<file path="src/rtl/rf_scoreboard_pkg.sv">
// Shared constants and types for the register-file scoreboard.
// Sizes the register address, the per-register pending counters and the in-flight total.
package rf_scoreboard_pkg;

    localparam int REG_ADDR_W = 5;
    localparam int DEF_NREG   = 32;
    localparam int DEF_CNT_W  = 2;
    localparam int DEF_INFL_W = 7;

    typedef logic [REG_ADDR_W-1:0] reg_addr_t;

    localparam reg_addr_t ZERO_REG = '0;

    // Largest possible sum over all writable registers; INFL_W must cover it.
    function automatic int infl_max(input int nreg, input int cnt_w);
        return (nreg - 1) * ((2 ** cnt_w) - 1);
    endfunction

endpackage

</file>
<file path="src/rtl/rf_scoreboard_if.sv">
// Decode/writeback-facing bundle of the scoreboard.
// The master side is the pipeline (decode, writeback, flush); the slave side is the scoreboard.
interface rf_scoreboard_if
    import rf_scoreboard_pkg::*;
#(
    parameter int NREG   = DEF_NREG,
    parameter int INFL_W = DEF_INFL_W
);
    logic              issue_valid;
    reg_addr_t         issue_rs1;
    reg_addr_t         issue_rs2;
    logic              use_rs1;
    logic              use_rs2;
    reg_addr_t         issue_rd;
    logic              issue_wen;
    logic              wb_valid;
    reg_addr_t         wb_rd;
    logic              flush;
    logic              stall;
    logic              issue_fire;
    logic [NREG-1:0]   pending_mask;
    logic [INFL_W-1:0] inflight;
    logic              err_underflow;

    modport master (
        output issue_valid, issue_rs1, issue_rs2, use_rs1, use_rs2,
               issue_rd, issue_wen, wb_valid, wb_rd, flush,
        input  stall, issue_fire, pending_mask, inflight, err_underflow
    );

    modport slave (
        input  issue_valid, issue_rs1, issue_rs2, use_rs1, use_rs2,
               issue_rd, issue_wen, wb_valid, wb_rd, flush,
        output stall, issue_fire, pending_mask, inflight, err_underflow
    );

endinterface

</file>
<file path="src/rtl/rf_scoreboard_sb_counter.sv">
// Pending-write counter for one architectural register.
// Callers guarantee inc never hits a full counter and dec never hits an empty one.
module rf_scoreboard_sb_counter
    import rf_scoreboard_pkg::*;
#(
    parameter int CNT_W = DEF_CNT_W
) (
    input  logic             clk,
    input  logic             reset,
    input  logic             clr,
    input  logic             inc,
    input  logic             dec,
    output logic [CNT_W-1:0] cnt,
    output logic             nz,
    output logic             is_max
);

    always_ff @(posedge clk) begin
        if (reset || clr) begin
            cnt <= '0;
        end else if (inc && !dec) begin
            cnt <= cnt + CNT_W'(1);
        end else if (dec && !inc) begin
            cnt <= cnt - CNT_W'(1);
        end
    end

    assign nz     = |cnt;
    assign is_max = &cnt;

endmodule

</file>
<file path="src/rtl/rf_scoreboard.sv">
// Read-after-write scoreboard between decode and writeback.
// Stalls decode on pending sources or a saturated destination counter; a same-cycle writeback counts as visible.
module rf_scoreboard
    import rf_scoreboard_pkg::*;
#(
    parameter int NREG   = DEF_NREG,
    parameter int CNT_W  = DEF_CNT_W,
    parameter int INFL_W = DEF_INFL_W
) (
    input  logic         clk,
    input  logic         reset,
    rf_scoreboard_if.slave sb
);

    if (((2 ** INFL_W) - 1) < infl_max(NREG, CNT_W)) begin : g_infl_check
        $error("rf_scoreboard: INFL_W too narrow for NREG and CNT_W");
    end

    logic [CNT_W-1:0] cnt [NREG];
    logic [NREG-1:0]  nz;
    logic [NREG-1:0]  is_max;
    logic [NREG-1:0]  inc;
    logic [NREG-1:0]  dec;

    logic             hz1;
    logic             hz2;
    logic             satf;
    logic             stall_c;
    logic             fire;
    logic             inc_any;
    logic             dec_any;
    logic             underflow_hit;
    logic [INFL_W-1:0] inflight_q;
    logic             err_q;

    // Register 0 is hardwired zero: no counter, never pending.
    assign cnt[0]    = '0;
    assign nz[0]     = 1'b0;
    assign is_max[0] = 1'b0;
    assign inc[0]    = 1'b0;
    assign dec[0]    = 1'b0;

    for (genvar r = 1; r < NREG; r++) begin : g_cnt
        assign inc[r] = fire && sb.issue_wen && (sb.issue_rd == REG_ADDR_W'(r));
        assign dec[r] = sb.wb_valid && (sb.wb_rd == REG_ADDR_W'(r)) && nz[r];

        rf_scoreboard_sb_counter #(
            .CNT_W (CNT_W)
        ) u_cnt (
            .clk    (clk),
            .reset  (reset),
            .clr    (sb.flush),
            .inc    (inc[r]),
            .dec    (dec[r]),
            .cnt    (cnt[r]),
            .nz     (nz[r]),
            .is_max (is_max[r])
        );
    end

    // The register file writes through, so a retiring write is already visible to this read.
    always_comb begin
        logic             hit1;
        logic             hit2;
        logic [CNT_W-1:0] eff1;
        logic [CNT_W-1:0] eff2;
        hit1 = sb.wb_valid && (sb.wb_rd == sb.issue_rs1) && nz[sb.issue_rs1];
        hit2 = sb.wb_valid && (sb.wb_rd == sb.issue_rs2) && nz[sb.issue_rs2];
        eff1 = cnt[sb.issue_rs1] - CNT_W'(hit1);
        eff2 = cnt[sb.issue_rs2] - CNT_W'(hit2);
        hz1  = sb.use_rs1 && (sb.issue_rs1 != ZERO_REG) && (eff1 != '0);
        hz2  = sb.use_rs2 && (sb.issue_rs2 != ZERO_REG) && (eff2 != '0);
        satf = sb.issue_wen && (sb.issue_rd != ZERO_REG) && is_max[sb.issue_rd]
               && !(sb.wb_valid && (sb.wb_rd == sb.issue_rd));
    end

    assign stall_c = sb.issue_valid && (hz1 || hz2 || satf) && !sb.flush;
    assign fire    = sb.issue_valid && !stall_c;

    assign inc_any       = fire && sb.issue_wen && (sb.issue_rd != ZERO_REG);
    assign dec_any       = |dec;
    assign underflow_hit = sb.wb_valid && (sb.wb_rd != ZERO_REG) && !nz[sb.wb_rd];

    always_ff @(posedge clk) begin
        if (reset) begin
            inflight_q <= '0;
            err_q      <= 1'b0;
        end else if (sb.flush) begin
            inflight_q <= '0;
        end else begin
            inflight_q <= inflight_q + INFL_W'(inc_any) - INFL_W'(dec_any);
            if (underflow_hit) begin
                err_q <= 1'b1;
            end
        end
    end

    assign sb.stall         = stall_c;
    assign sb.issue_fire    = fire;
    assign sb.pending_mask  = nz;
    assign sb.inflight      = inflight_q;
    assign sb.err_underflow = err_q;

endmodule

</file>
<file path="src/flat_wrapper.sv">
// flat-port wrapper written by rule: the top's interface ports become plain ports
module rf_scoreboard_flat import rf_scoreboard_pkg::*;
#(
    parameter int NREG   = DEF_NREG,
    parameter int CNT_W  = DEF_CNT_W,
    parameter int INFL_W = DEF_INFL_W
)
  (clk, reset, sb_issue_valid, sb_issue_rs1, sb_issue_rs2, sb_use_rs1, sb_use_rs2, sb_issue_rd, sb_issue_wen, sb_wb_valid, sb_wb_rd, sb_flush, sb_stall, sb_issue_fire, sb_pending_mask, sb_inflight, sb_err_underflow);
  rf_scoreboard_if #(.NREG(NREG), .INFL_W(INFL_W)) sb_i ();
  input  logic clk;
  input  logic reset;
  input wire logic [$bits(sb_i.issue_valid)-1:0] sb_issue_valid;
  input wire logic [$bits(sb_i.issue_rs1)-1:0] sb_issue_rs1;
  input wire logic [$bits(sb_i.issue_rs2)-1:0] sb_issue_rs2;
  input wire logic [$bits(sb_i.use_rs1)-1:0] sb_use_rs1;
  input wire logic [$bits(sb_i.use_rs2)-1:0] sb_use_rs2;
  input wire logic [$bits(sb_i.issue_rd)-1:0] sb_issue_rd;
  input wire logic [$bits(sb_i.issue_wen)-1:0] sb_issue_wen;
  input wire logic [$bits(sb_i.wb_valid)-1:0] sb_wb_valid;
  input wire logic [$bits(sb_i.wb_rd)-1:0] sb_wb_rd;
  input wire logic [$bits(sb_i.flush)-1:0] sb_flush;
  output wire logic [$bits(sb_i.stall)-1:0] sb_stall;
  output wire logic [$bits(sb_i.issue_fire)-1:0] sb_issue_fire;
  output wire logic [$bits(sb_i.pending_mask)-1:0] sb_pending_mask;
  output wire logic [$bits(sb_i.inflight)-1:0] sb_inflight;
  output wire logic [$bits(sb_i.err_underflow)-1:0] sb_err_underflow;
  assign sb_i.issue_valid = sb_issue_valid;
  assign sb_i.issue_rs1 = sb_issue_rs1;
  assign sb_i.issue_rs2 = sb_issue_rs2;
  assign sb_i.use_rs1 = sb_use_rs1;
  assign sb_i.use_rs2 = sb_use_rs2;
  assign sb_i.issue_rd = sb_issue_rd;
  assign sb_i.issue_wen = sb_issue_wen;
  assign sb_i.wb_valid = sb_wb_valid;
  assign sb_i.wb_rd = sb_wb_rd;
  assign sb_i.flush = sb_flush;
  assign sb_stall = sb_i.stall;
  assign sb_issue_fire = sb_i.issue_fire;
  assign sb_pending_mask = sb_i.pending_mask;
  assign sb_inflight = sb_i.inflight;
  assign sb_err_underflow = sb_i.err_underflow;
  rf_scoreboard #(.NREG(NREG), .CNT_W(CNT_W), .INFL_W(INFL_W)) u_core (.clk(clk), .reset(reset), .sb(sb_i));
endmodule
</file>
<file path="config.mk">
export PLATFORM = sky130hd
export DESIGN_NAME = rf_scoreboard_flat
export DESIGN_NICKNAME = d
export VERILOG_FILES = /design/src/rtl/rf_scoreboard_pkg.sv /design/src/rtl/rf_scoreboard_if.sv /design/src/rtl/rf_scoreboard_sb_counter.sv /design/src/rtl/rf_scoreboard.sv /design/src/flat_wrapper.sv
export SDC_FILE = /design/constraint.sdc
export NUM_CORES = 1
export LEC_CHECK = 0
export CORE_ASPECT_RATIO = 0.5
export CORE_MARGIN = 4
export CORE_UTILIZATION = 45
export CTS_BUF_LIST = sky130_fd_sc_hd__clkbuf_8
export CTS_CLUSTER_SIZE = 16
export DETAILED_ROUTE_END_ITERATION = 6
export GPL_ROUTABILITY_DRIVEN = 1
export PLACE_DENSITY = 0.72
export SLEW_MARGIN = 20
export SYNTH_ARGS = -nofsm -noshare
export SYNTH_HDL_FRONTEND = slang
export SYNTH_SLANG_ARGS = --single-unit
</file>
<file path="constraint.sdc">
create_clock -name clk -period 8.4 [get_ports clk]
set_input_delay 1.26 -clock clk [delete_from_list [all_inputs] [get_ports clk]]
set_output_delay 1.26 -clock clk [all_outputs]
set_load 0.03 [all_outputs]
</file>
==> impl_metrics.env, run 1 <==
export IMPL_worst_pin_slew_ps=1200
export IMPL_root_buffer="clkbuf_8"
export IMPL_port_buffers=68
export IMPL_finalNonFillerCells=1043
export IMPL_cp_start_kind="primary input"
export IMPL_ys_async_sr_fraction_pct=0
export IMPL_tns_ps=0
export IMPL_cts_inserted_buffers=9
export IMPL_path_buf_inv=3
export IMPL_syn_area_per_cell_um2=8.22
export IMPL_grt_start_max_net_pins=70
export IMPL_nNetsFinal=907
export IMPL_holdPathEnd="u_core.g_cnt[19].u_cnt.cnt[1]"
export IMPL_detail_route_first_pass_iterations=6
export IMPL_wl_per_cell_um=24.2
export IMPL_ant_nets=0
export IMPL_grt_pass1_vias=6284
export IMPL_cts_tree="built"
export IMPL_dp_cells=1027
export IMPL_first_iter_violations=1126
export IMPL_hold_path_class="reg2reg"
export IMPL_grt_antenna_before_repair=1
export IMPL_period_share_pct=80.7
export IMPL_area_delta_synth_final_pct=8.62
export IMPL_ctsHoldBuffers=0
export IMPL_ys_warn_count=0
export IMPL_yosysSeqAreaShare_pct=19.9
export IMPL_power_density_nw_per_um2=106
export IMPL_worstPathMaxFanout=23
export IMPL_cts_sinks=70
export IMPL_arrival_ps=5520
export IMPL_syn_instance_count=856
export IMPL_cp_data_required_time_ps=7140
export IMPL_cts_htree_levels=3
export IMPL_slowest_stage="clkdlybuf4s50_1"
export IMPL_final_cell_mix="xor2_1, nor2_1, dfxtp_1"
export IMPL_ff_latch_area_um2=1400
export IMPL_vias_per_cell=6.60
export IMPL_rsz0062_at_grt="false"
export IMPL_floorplan_initialDensity_pct=47.3
export IMPL_min_from="u_core.g_cnt[19].u_cnt.cnt[1]"
export IMPL_power_leakage_nw=2.87
export IMPL_cts_resized=0
export IMPL_status="complete, no violations"
export IMPL_hold_viol_final=0
export IMPL_fp_dieW_um=185
export IMPL_period_minus_slack_ps=6780
export IMPL_num_vias=6885
export IMPL_r2r_end="u_core.sb.inflight[6]"
export IMPL_layout_commonest_cell="xor2_1"
export IMPL_synth_seq_cells=70
export IMPL_layout_drive_gt1_share_pct=10.4
export IMPL_drc=0
export IMPL_fp_dieH_um=96.4
export IMPL_clock_path_buffers=2
export IMPL_crit_family="buffers and inverters"
export IMPL_clk_pin_slew_worst_paths_ps=90
export IMPL_report_final_slew_viol_count=0
export IMPL_grt_overflow_total=0
export IMPL_setup_viol=0
export IMPL_fillerInstances=1450
export IMPL_top_level_ports=70
export IMPL_r2r_cells=16
export IMPL_track_usage_pct=28.3
export IMPL_cp_end_kind="primary output"
export IMPL_path_class="in2out"
export IMPL_core_area_um2=14900
export IMPL_power_total_uw=811
export IMPL_vdd_drop_max_v=0.0000759
export IMPL_startpoint="sb_issue_rs1[2]"
export IMPL_r2r_setup_slack_ps=3850
export IMPL_synth_edf_count=0
export IMPL_syn_area_um2=7040
export IMPL_grt_pass1_wl_um=38300
export IMPL_crit_path_max_incr_delay_ps=1150
export IMPL_gp_congestion=1.04
export IMPL_skew_ps=12.8
export IMPL_die_area_um2=17800
export IMPL_n_antenna_cell=0
export IMPL_reg2reg_from="u_core.g_cnt[25].u_cnt.cnt[0]"
export IMPL_clock_fmax_mhz=148
export IMPL_syn_nets=923
export IMPL_row_count=31
export IMPL_ys_flop_type="dfxtp_1"
export IMPL_wl_um=25200
export IMPL_multi_input_area_um2=4950
export IMPL_clk_latency_ps=370
export IMPL_max_cap_viol_count=0
export IMPL_min_path_cells=2
export IMPL_crit_chain="clkdlybuf4s50_1, inv_1, mux4_2, nor4_1, nor4_1, a211oi_1, o31a_1, a21o_4, and2_1, clkdlybuf4s50_1"
export IMPL_synth_cell_types=65
export IMPL_hpwl_um=19200
export IMPL_max_slew_margin_pct=19.9
export IMPL_postCtsSetupBuffers=0
export IMPL_final_util_pct=51.3
report_power, final:
group          switching, mW  internal (mW)
clock                  0.158          0.171
combinational         0.0933         0.0530
sequential           0.00225          0.333
total                  0.253          0.557
worst register-to-register path, stage by stage, from the launching register on:
cell      delay [ps]
dfxtp_1          400
or2_2            390
mux4_2           480
a211oi_1         330
nor4_1           110
a211oi_1         250
o31a_1           500
a21o_4           290
nor2_1           120
ha_1             220
fa_1             420
a21o_1           170
a21o_1           190
a21o_1           180
a21oi_1          170
xnor2_1          140
nor2_1            60
worst max-delay path by stage:
| stage | end | slack (ps) | cells after the start |
|---|---|---|---|
| 3_3_place_gp | sb_stall | 1710 | 10 |
| 3_5_place_dp | sb_stall | 1660 | 10 |
| 5_1_grt | sb_stall | 1320 | 10 |
| 2_1_floorplan | sb_issue_fire | 3730 | 9 |
| 4_1_cts | sb_stall | 1670 | 10 |
| 6_report | sb_stall | 1620 | 10 |
state kept, by name (all words and copies together) (netlist names):
name                     cells
u_core.sb.err_underflow      1
u_core.g_cnt.u_cnt.cnt      62
u_core.sb.inflight           7
metal layers:
metal  vias to the layer above  wire [um]  part of all wire, %  GRT usage, %
met1                      3263      10600                   42          39.6
met2                       488      10500                   42          41.9
li1                       3047          -                    -             -
met4                         2        656                  2.6          6.90
met5                         -          7                0.028             0
met3                        85       3420                   14          9.69
synth_stat cells, types with 7 or more instances:
cell       n  area share [%]
inv_1     30             1.6
ha_1      38             6.8
o21ai_0   43             3.1
buf_2     18             1.3
nor2b_1   12             1.1
nand2_1   51             2.7
xnor2_1    9             1.1
clkbuf_1  35             1.9
mux4_2    41              13
a21oi_1   39             2.8
nor2_1    71             3.8
dfxtp_1   70              20
nor3_1    33             2.3
or2_2     16             1.4
a211oi_1   7            0.75
nand3_1   49             3.5
nor4_1    20             1.8
mux2i_1   15             2.1
nand4_1   10            0.89
xor2_1    74             9.2
or3_1     33             2.9
o211ai_1  12             1.3
buf_4     33             3.5
nand2b_1   7            0.62
logic make-up (layout without fill, tap and decap cells):
family,count (synthesis),in the layout,share of synthesized area (%)
DFF,70,70,19.9
AOI/OAI and AO/OA,147,147,13.3
adders and majority gates,39,39,7.04
other,1,1,0.0533
and+or+nand+nor,325,325,23.6
buffers and inverters,130,119,9.72
xor gates and xnor gates,83,83,10.3
muxes,61,61,16.1
area by class of cell:
| class | instances | share of cell area, % |
|---|---|---|
| inverters | 31 | 1.52 |
| clock inverters | 7 | 1.34 |
| clock buffers | 9 | 1.62 |
| multi-input cells | 656 | 64.8 |
| flip-flops and latches | 70 | 18.3 |
| well taps | 198 | 3.24 |
| repair buffers | 72 | 9.16 |
through the flow:
step	instance area, um2	setup WS, ps	hold slack, ps
finish	7650	1620	546
global route	7650	1320	569
CTS	7650	1670	540
detailed placement	7420	1660	530
global placement	7420	1710	459
floorplan	7040	3730	486
(Power assumes the default switching activity.)
==> run 2, diff against run 1 <==
==> constraint.sdc (replaced) <==
create_clock -name clk -period 6.65 [get_ports clk]
set_input_delay 0.9975 -clock clk [delete_from_list [all_inputs] [get_ports clk]]
set_output_delay 0.9975 -clock clk [all_outputs]
set_load 0.03 [all_outputs]
==> impl_metrics.env, run 2 (same netlist as run 1, synthesis figures left out) <==
export IMPL_intPower_uw=723
export IMPL_rsz0062_at_grt="false"
export IMPL_ff_latch_area_um2=1400
export IMPL_period_share_pct=90.0
export IMPL_path_class="in2out"
export IMPL_cts_tree="built"
export IMPL_dp_cells=1034
export IMPL_n_antenna_cell=0
export IMPL_largest_register_ffs=62
export IMPL_grt_overflow_total=0
export IMPL_drc=0
export IMPL_fillerInstances=1487
export IMPL_fp_dieH_um=96.4
export IMPL_power_leakage_nw=2.91
export IMPL_placed_cell_area_um2=7490
export IMPL_wl_um=25700
export IMPL_clock_fmax_mhz=167
export IMPL_period_minus_slack_ps=5980
export IMPL_worstPathMaxFanout=23
export IMPL_gp_congestion=1.05
export IMPL_row_count=31
export IMPL_arrival_ps=4990
export IMPL_ctsHoldBuffers=0
export IMPL_postCtsSetupBuffers=0
export IMPL_clock_path_buffers=2
export IMPL_p_sw_share_pct=29.2
export IMPL_nNetsFinal=914
export IMPL_layout_commonest_cell="xor2_1"
export IMPL_vdd_drop_max_v=0.000106
export IMPL_first_iter_violations=945
export IMPL_p_sw_uw=298
export IMPL_hold_viol_final=0
export IMPL_clockPowerShare_pct=40.2
export IMPL_multi_input_area_um2=4950
export IMPL_cts_htree_levels=3
export IMPL_track_usage_pct=29.0
export IMPL_top_register="u_core.g_cnt.u_cnt.cnt"
export IMPL_vias_per_cell=6.49
export IMPL_area_delta_synth_final_pct=9.70
export IMPL_cp_end_kind="primary output"
export IMPL_cts_sinks=70
export IMPL_die_area_um2=17800
export IMPL_wl_per_cell_um=24.4
export IMPL_ant_nets=0
export IMPL_power_density_nw_per_um2=132
export IMPL_grt_antenna_before_repair=1
export IMPL_num_vias=6813
export IMPL_seqPwrFrac_pct=41.5
export IMPL_cts_resized=0
export IMPL_skew_ps=11.8
export IMPL_power_total_mw=1.02
export IMPL_cp_data_required_time_ps=5650
export IMPL_clk_pin_slew_worst_paths_ps=90
export IMPL_layout_drive_gt1_share_pct=11.0
export IMPL_floorplan_initialDensity_pct=47.3
export IMPL_grt_start_max_net_pins=40
export IMPL_detail_route_first_pass_iterations=5
export IMPL_worst_pin_slew_ps=939
export IMPL_finalNonFillerCells=1050
export IMPL_report_final_slew_viol_count=0
export IMPL_hpwl_um=20400
export IMPL_clk_latency_ps=370
export IMPL_max_cap_viol_count=0
export IMPL_final_cell_mix="xor2_1, nor2_1, dfxtp_1"
export IMPL_status="complete, no violations"
export IMPL_core_area_um2=14900
export IMPL_grt_pass1_vias=6328
export IMPL_fin_area_um2=7720
export IMPL_cts_inserted_buffers=9
export IMPL_tns_ps=0
export IMPL_fp_dieW_um=185
export IMPL_root_buffer="clkbuf_8"
export IMPL_cp_start_kind="primary input"
export IMPL_top_level_ports=70
export IMPL_p_comb_share_pct=18.3
export IMPL_max_slew_margin_pct=37.4
export IMPL_grt_pass1_wl_um=38800
export IMPL_setup_viol=0
export IMPL_port_buffers=68
export IMPL_hold_path_class="reg2reg"
[run 2: cell types whose count changed in the layout (fill, tap and decap cells not counted), sizes merged]
| cell | previous run | this run |
|---|---|---|
| clkinv | 1 | 2 |
| clkdlybuf4s50 | 66 | 67 |
| buf | 6 | 12 |
| clkbuf | 9 | 11 |
| inv | 34 | 31 |
[run 2: path summary, 6_finish.rpt]
kind                                  from                      end  slack [ps]  cells after the start
max reg2reg  u_core.g_cnt[25].u_cnt.cnt[0]    u_core.sb.inflight[6]        2160                     16
min                u_core.sb.err_underflow  u_core.sb.err_underflow         490                      2
min reg2reg        u_core.sb.err_underflow  u_core.sb.err_underflow         490                      2
max                         sb_issue_rd[1]                 sb_stall         670                     10
[run 2: metal layers]
| metal | routed length [um] | up-vias | track usage [%] |
|---|---|---|---|
| met3 | 3070 | 45 | 9.20 |
| li1 | - | 3060 | - |
| met2 | 10900 | 395 | 43.5 |
| met1 | 11300 | 3311 | 41.8 |
| met4 | 364 | 2 | 4.40 |
| met5 | 17 | - | 0 |
[run 2: stage by stage]
step	setup slack [ps]	hold slack, ps	utilization [%]
after floorplan	2420	486	-
after global placement	757	453	50.3
after detailed placement	768	467	50.3
after CTS	762	483	51.8
after global routing	575	499	51.8
final	666	491	51.8
[run 2: area by class of cell]
| class | instances | area share, % |
|---|---|---|
| timing repair buffer | 79 | 9.98 |
| tap | 198 | 3.21 |
| clock inverter | 5 | 1.05 |
| inverter | 31 | 1.51 |
| clock buffer | 11 | 1.96 |
| multi-input combinational | 656 | 64.1 |
| sequential | 70 | 18.1 |
[run 2: worst max-delay path: stages]
cell	delay (ps)
clkdlybuf4s50_1	840
buf_4	380
o21ai_0	380
o211ai_1	130
and4_1	210
o31ai_1	350
o31a_1	540
a21o_4	310
and2_1	170
clkdlybuf4s50_1	660
[run 2: power groups by stage]
stage               Sequential (mW)  Combinational, mW  Clock, mW
floorplan                     0.435              0.128          0
global placement              0.434              0.181          0
detailed placement            0.434              0.182          0
CTS                           0.424              0.183      0.419
global route                  0.424              0.200      0.437
finish                        0.424              0.187      0.410
==> run 3, diff against run 2 <==
--- a/config.mk
+++ b/config.mk
@@ -12,6 +12,7 @@
 export CTS_CLUSTER_SIZE = 16
 export DETAILED_ROUTE_END_ITERATION = 6
 export GPL_ROUTABILITY_DRIVEN = 1
+export GPL_TIMING_DRIVEN = 0
 export PLACE_DENSITY = 0.72
 export SLEW_MARGIN = 20
 export SYNTH_ARGS = -nofsm -noshare
==> impl_metrics.env, run 3 (same netlist as run 1, synthesis figures left out) <==
export IMPL_crit_top_cell="clkdlybuf4s50_1"
export IMPL_worstPathMaxFanout=10
export IMPL_cts_resized=0
export IMPL_clockPowerShare_pct=35.2
export IMPL_vdd_drop_max_v=0.0000791
export IMPL_detail_route_first_pass_iterations=6
export IMPL_status="complete, no violations"
export IMPL_first_iter_violations=1074
export IMPL_clk_pin_slew_worst_paths_ps=90
export IMPL_clock_path_buffers=2
export IMPL_path_class="in2out"
export IMPL_gp_congestion=1.02
export IMPL_top_register="u_core.g_cnt.u_cnt.cnt"
export IMPL_n_antenna_cell=0
export IMPL_crit_family="buffers and inverters"
export IMPL_clk_latency_ps=370
export IMPL_setup_viol=0
export IMPL_clock_fmax_mhz=156
export IMPL_power_density_nw_per_um2=122
export IMPL_holdPathEnd="u_core.sb.err_underflow"
export IMPL_max_slew_margin_pct=44.7
export IMPL_period_share_pct=96.6
export IMPL_min_path_cells=2
export IMPL_grt_start_max_net_pins=12
export IMPL_track_usage_pct=32.7
export IMPL_grt_antenna_before_repair=2
export IMPL_postCtsSetupBuffers=0
export IMPL_p_sw_share_pct=32.5
export IMPL_fp_dieW_um=185
export IMPL_power_leakage_nw=3.14
export IMPL_rsz0062_at_grt="false"
export IMPL_cp_end_kind="primary output"
export IMPL_core_area_um2=14900
export IMPL_num_vias=7293
export IMPL_wl_um=29300
export IMPL_seqPwrFrac_pct=43.1
export IMPL_grt_overflow_total=0
export IMPL_dp_cells=1113
export IMPL_largest_register_ffs=62
export IMPL_area_delta_synth_final_pct=14.4
export IMPL_wl_per_cell_um=26.1
export IMPL_hpwl_um=23700
export IMPL_ant_nets=0
export IMPL_startpoint="sb_issue_rs1[1]"
export IMPL_nNetsFinal=993
export IMPL_crit_chain="clkdlybuf4s50_1, buf_2, clkbuf_1, mux4_2, o311ai_0, nand2_1, o31a_1, a21o_4, buf_6, nor2_1, clkdlybuf4s50_1"
export IMPL_finalNonFillerCells=1126
export IMPL_r2r_cells=17
export IMPL_ctsHoldBuffers=0
export IMPL_grt_pass1_wl_um=42500
export IMPL_floorplan_initialDensity_pct=47.3
export IMPL_cp_data_required_time_ps=5650
export IMPL_path_buf_inv=5
export IMPL_fillerInstances=1463
export IMPL_crit_path_max_incr_delay_ps=780
export IMPL_cts_tree="built"
export IMPL_layout_commonest_cell="xor2_1"
export IMPL_cp_start_kind="primary input"
export IMPL_cts_htree_levels=3
export IMPL_layout_drive_gt1_share_pct=14.8
export IMPL_top_level_ports=70
export IMPL_tns_ps=0
export IMPL_skew_ps=11.9
export IMPL_report_final_slew_viol_count=0
export IMPL_port_buffers=59
export IMPL_hold_viol_final=0
export IMPL_r2r_setup_slack_ps=2330
export IMPL_worst_pin_slew_ps=829
export IMPL_vias_per_cell=6.48
export IMPL_hold_path_class="reg2reg"
export IMPL_reg2reg_from="u_core.g_cnt[25].u_cnt.cnt[0]"
export IMPL_arrival_ps=5430
export IMPL_intPower_uw=663
export IMPL_min_from="u_core.sb.err_underflow"
export IMPL_slowest_stage="clkdlybuf4s50_1"
export IMPL_p_comb_share_pct=21.7
export IMPL_final_cell_mix="xor2_1, nor2_1, dfxtp_1"
export IMPL_p_sw_uw=320
export IMPL_period_minus_slack_ps=6430
export IMPL_root_buffer="clkbuf_8"
export IMPL_row_count=31
export IMPL_die_area_um2=17800
export IMPL_grt_pass1_vias=6658
export IMPL_r2r_end="u_core.sb.inflight[6]"
export IMPL_cts_sinks=70
export IMPL_max_cap_viol_count=0
export IMPL_cts_inserted_buffers=9
export IMPL_fp_dieH_um=96.4
export IMPL_drc=0
[run 3: how the worst max path moves through the flow]
stage	endpoint	slack, ps	depth (start not counted)
final	sb_issue_fire	220	11
after CTS	sb_issue_fire	450	11
after floorplan	u_core.sb.inflight[6]	2420	17
after detailed placement	sb_issue_fire	470	11
after global placement	sb_issue_fire	410	11
after global routing	sb_issue_fire	110	11
[run 3: stage by stage]
step | utilization [%] | cell area, um2 | power [mW] | worst slack (ps) | hold WS [ps]
finish | 54.1 | 8050 | 0.983 | 224 | 496
global route | 54.1 | 8050 | 1.02 | 113 | 521
CTS | 54.1 | 8050 | 0.979 | 452 | 488
detailed placement | 52.9 | 7880 | 0.637 | 469 | 466
global placement | 52.9 | 7880 | 0.637 | 406 | 464
floorplan | - | 7040 | 0.563 | 2420 | 486
[run 3: power groups by stage]
stage	Clock [mW]	Combinational (mW)	Sequential (mW)
3_5_place_dp	0	0.203	0.433
6_report	0.346	0.213	0.423
3_3_place_gp	0	0.204	0.433
2_1_floorplan	0	0.128	0.435
5_1_grt	0.372	0.223	0.424
4_1_cts	0.351	0.204	0.423
[run 3: metal layers]
metal | routed length [um] | share of wire (%) | global-route usage (%) | vias up
li1 | - | - | - | 3211
met1 | 13100 | 44 | 46.9 | 3566
met2 | 11700 | 40 | 45.4 | 459
met3 | 4070 | 14 | 14.1 | 53
met4 | 491 | 1.7 | 6.65 | 4
met5 | 21 | 0.072 | 0 | -
[run 3: worst reg2reg max path: stages, from the launching register on]
cell      delay [ps]
dfxtp_1          420
or2_2            400
mux4_2           470
a211oi_1         290
nor4_1           130
a211oi_1         250
o31a_1           290
a21o_4           170
buf_6            170
nor2_1           100
ha_1             220
fa_1             410
a21o_1           170
a21o_1           190
a21o_1           180
a21oi_1          170
xnor2_1          130
nor2_1            50
[run 3: area by class of cell]
cell class	count	area (um2)	area share, %
repair buffers	59	591	7.33
multi-input cells	656	4950	61.5
clock buffers	9	124	1.54
clock inverters	4	51.3	0.637
flip-flops and latches	70	1400	17.4
well taps	198	248	3.08
plain buffers	99	568	7.05
inverters	31	116	1.45
==> edit, RTL diff (config.mk and constraints of run 1) <==
`ZERO_REG`: '0 -> 1.
--- a/src/rtl/rf_scoreboard_pkg.sv
+++ b/src/rtl/rf_scoreboard_pkg.sv
@@ -11,3 +11,3 @@
 
-    localparam reg_addr_t ZERO_REG = '0;
+    localparam reg_addr_t ZERO_REG = 1;
 
Function: changed (Yosys sat finds a counterexample within 4 cycles, from zero or initial values and one cycle with reset high).
==> edit against run 1 <==
  * Routed wire length up 2.8%
  * Cell count is 3.5% higher
  * Design area is 2.1% higher
  * Power rose by 0.61%
  * Critical endpoint unchanged
  * Critical path type unchanged
  * Area after synthesis grew 1.3%
  * Largest cell class unchanged
  * Sequential cell count stayed put
  * Synthesized cell count up 2.2%
  * Worst setup slack improved by 0.34 ns
==> edit: results <==
[synthesis]
ys_types = 64
yosysSeqAreaShare_pct = 19.7
ys_top_cells_by_area = dfxtp_1 20%, mux4_2 12%, xor2_1 9.2%
yosysWarnings = 0
avgSynthCellArea_um2 = 8.15
syn_nets = 942
synth-async-reset-ratio_pct = 0
synthTopCellsByCount = 109 x nor2_1, 75 x xor2_1, 70 x dfxtp_1, 64 x a21oi_1, 56 x nand2_1

[routing]
dr.pass1.iters = 5
vias = 6978
drtIter0Drc = 983
totalWireLength_mm = 25.9

[clock_network]
cts_resized = 0
htree_levels = 3
insertion_delay_ns = 0.38
cts_buffer_depth = 2
post_cts_buffers = 0
cts.reportedPaths.clkPinSlew_ns = 0.09
root_buffer = clkbuf_8
cts_inserted_buffers = 9

[critical_path]
cpPeakStageDelay_ns = 0.95
r2r_start = u_core.g_cnt[19].u_cnt.cnt[0]$_SDFFE_PP0P_
arrival_ns = 5.18
reg2reg_depth = 18
path_max_fanout = 34
reg2reg_to = u_core.sb.inflight[6]$_SDFF_PP0_
crit_path_start = sb_issue_rs1[2]
critical_path.endpoint = sb_stall
r2r_slack_ns = 4.02
slowest_stage = clkdlybuf4s50_1

[pwr]
ir_worst_vdd_mv = 0.0886
leakage_nw = 3.08

[place]
numPortBuffers = 68
gp_congestion = 1.03
hpwl_mm = 20.1

[layout]
n_fill_cell = 1496
top_register = u_core.g_cnt.u_cnt.cnt
insertedDiodeCount = 0
largest_reg_flops = 62
drive_gt1_share_pct = 9.59
stdcell_count = 1080

[global_route]
antenna_found_initial = 0
track_usage_pct = 28.3
grt_max_degree = 62
grt_pass1_wl_mm = 39.0
grt_pass1_vias = 6407

[timing]
worst_pin_slew_ns = 0.996
finClkSkew_ns = 0.0192

[run_status]
status = completed

[hold_path]
min_path_type = flip-flop to flip-flop
-- edit: metal layers --
layer,vias up,share of wire [%],GRT usage (%)
li1,3089,-,-
met1,3325,43,42.4
met2,510,39,37.5
met3,54,16,11.7
met4,0,2.3,6.38
met5,-,0,0
-- edit: power breakdown --
group	internal, mW	leakage, nW	switching [mW]
Combinational	0.0568	2.41	0.0958
Sequential	0.334	0.564	0.00265
Clock	0.168	0.111	0.158
-- edit: kinds of logic after synthesis --
| group | count (synthesis) | synth area share [%] |
|---|---|---|
| mux | 59 | 16.3 |
| flops | 70 | 19.7 |
| buf+inv | 134 | 9.85 |
| simple gates | 328 | 22.9 |
| xor+xnor | 82 | 10.1 |
| fa+ha+maj | 39 | 6.95 |
| compound gates | 162 | 14.2 |
| other cells | 1 | 0.0526 |
-- edit: how the worst min path moves through the flow --
stage / start / to / slack, ns / cells past startpoint
detailed placement: u_core.sb.err_underflow$_SDFFE_PP0P_ / u_core.sb.err_underflow$_SDFFE_PP0P_ / 0.46 / 2
CTS: u_core.sb.err_underflow$_SDFFE_PP0P_ / u_core.sb.err_underflow$_SDFFE_PP0P_ / 0.48 / 2
finish: u_core.sb.err_underflow$_SDFFE_PP0P_ / u_core.sb.err_underflow$_SDFFE_PP0P_ / 0.48 / 2
global placement: u_core.sb.err_underflow$_SDFFE_PP0P_ / u_core.sb.err_underflow$_SDFFE_PP0P_ / 0.46 / 2
floorplan: u_core.g_cnt[20].u_cnt.cnt[1]$_SDFFE_PP0P_ / u_core.g_cnt[20].u_cnt.cnt[1]$_SDFFE_PP0P_ / 0.49 / 2
global route: u_core.sb.err_underflow$_SDFFE_PP0P_ / u_core.sb.err_underflow$_SDFFE_PP0P_ / 0.52 / 2
-- edit: cell type report --
type / count / area (um2) / area share [%]
inverters: 42 / 158 / 2.02
clock inverters: 7 / 97.6 / 1.25
well taps: 204 / 255 / 3.27
flip-flops and latches: 70 / 1400 / 18.0
multi-input cells: 671 / 5020 / 64.4
clock buffers: 9 / 124 / 1.59
repair buffers: 77 / 743 / 9.52
-- edit: through the flow --
step / hold WS, ns / worst slack, ns / instance area, um2
3_3_place_gp: 0.462 / 2.06 / 7580
6_report: 0.483 / 1.96 / 7800
3_5_place_dp: 0.463 / 2.04 / 7580
5_1_grt: 0.516 / 1.83 / 7800
4_1_cts: 0.481 / 2.03 / 7800
2_1_floorplan: 0.489 / 3.67 / 7130
-- edit: worst max-delay path: cells and delay by family --
family	cells	cell delay [ns]
and+or+nand+nor	1	0.18
buffers and inverters	4	2.31
AOI/OAI and AO/OA	5	0.90
muxes	1	0.51
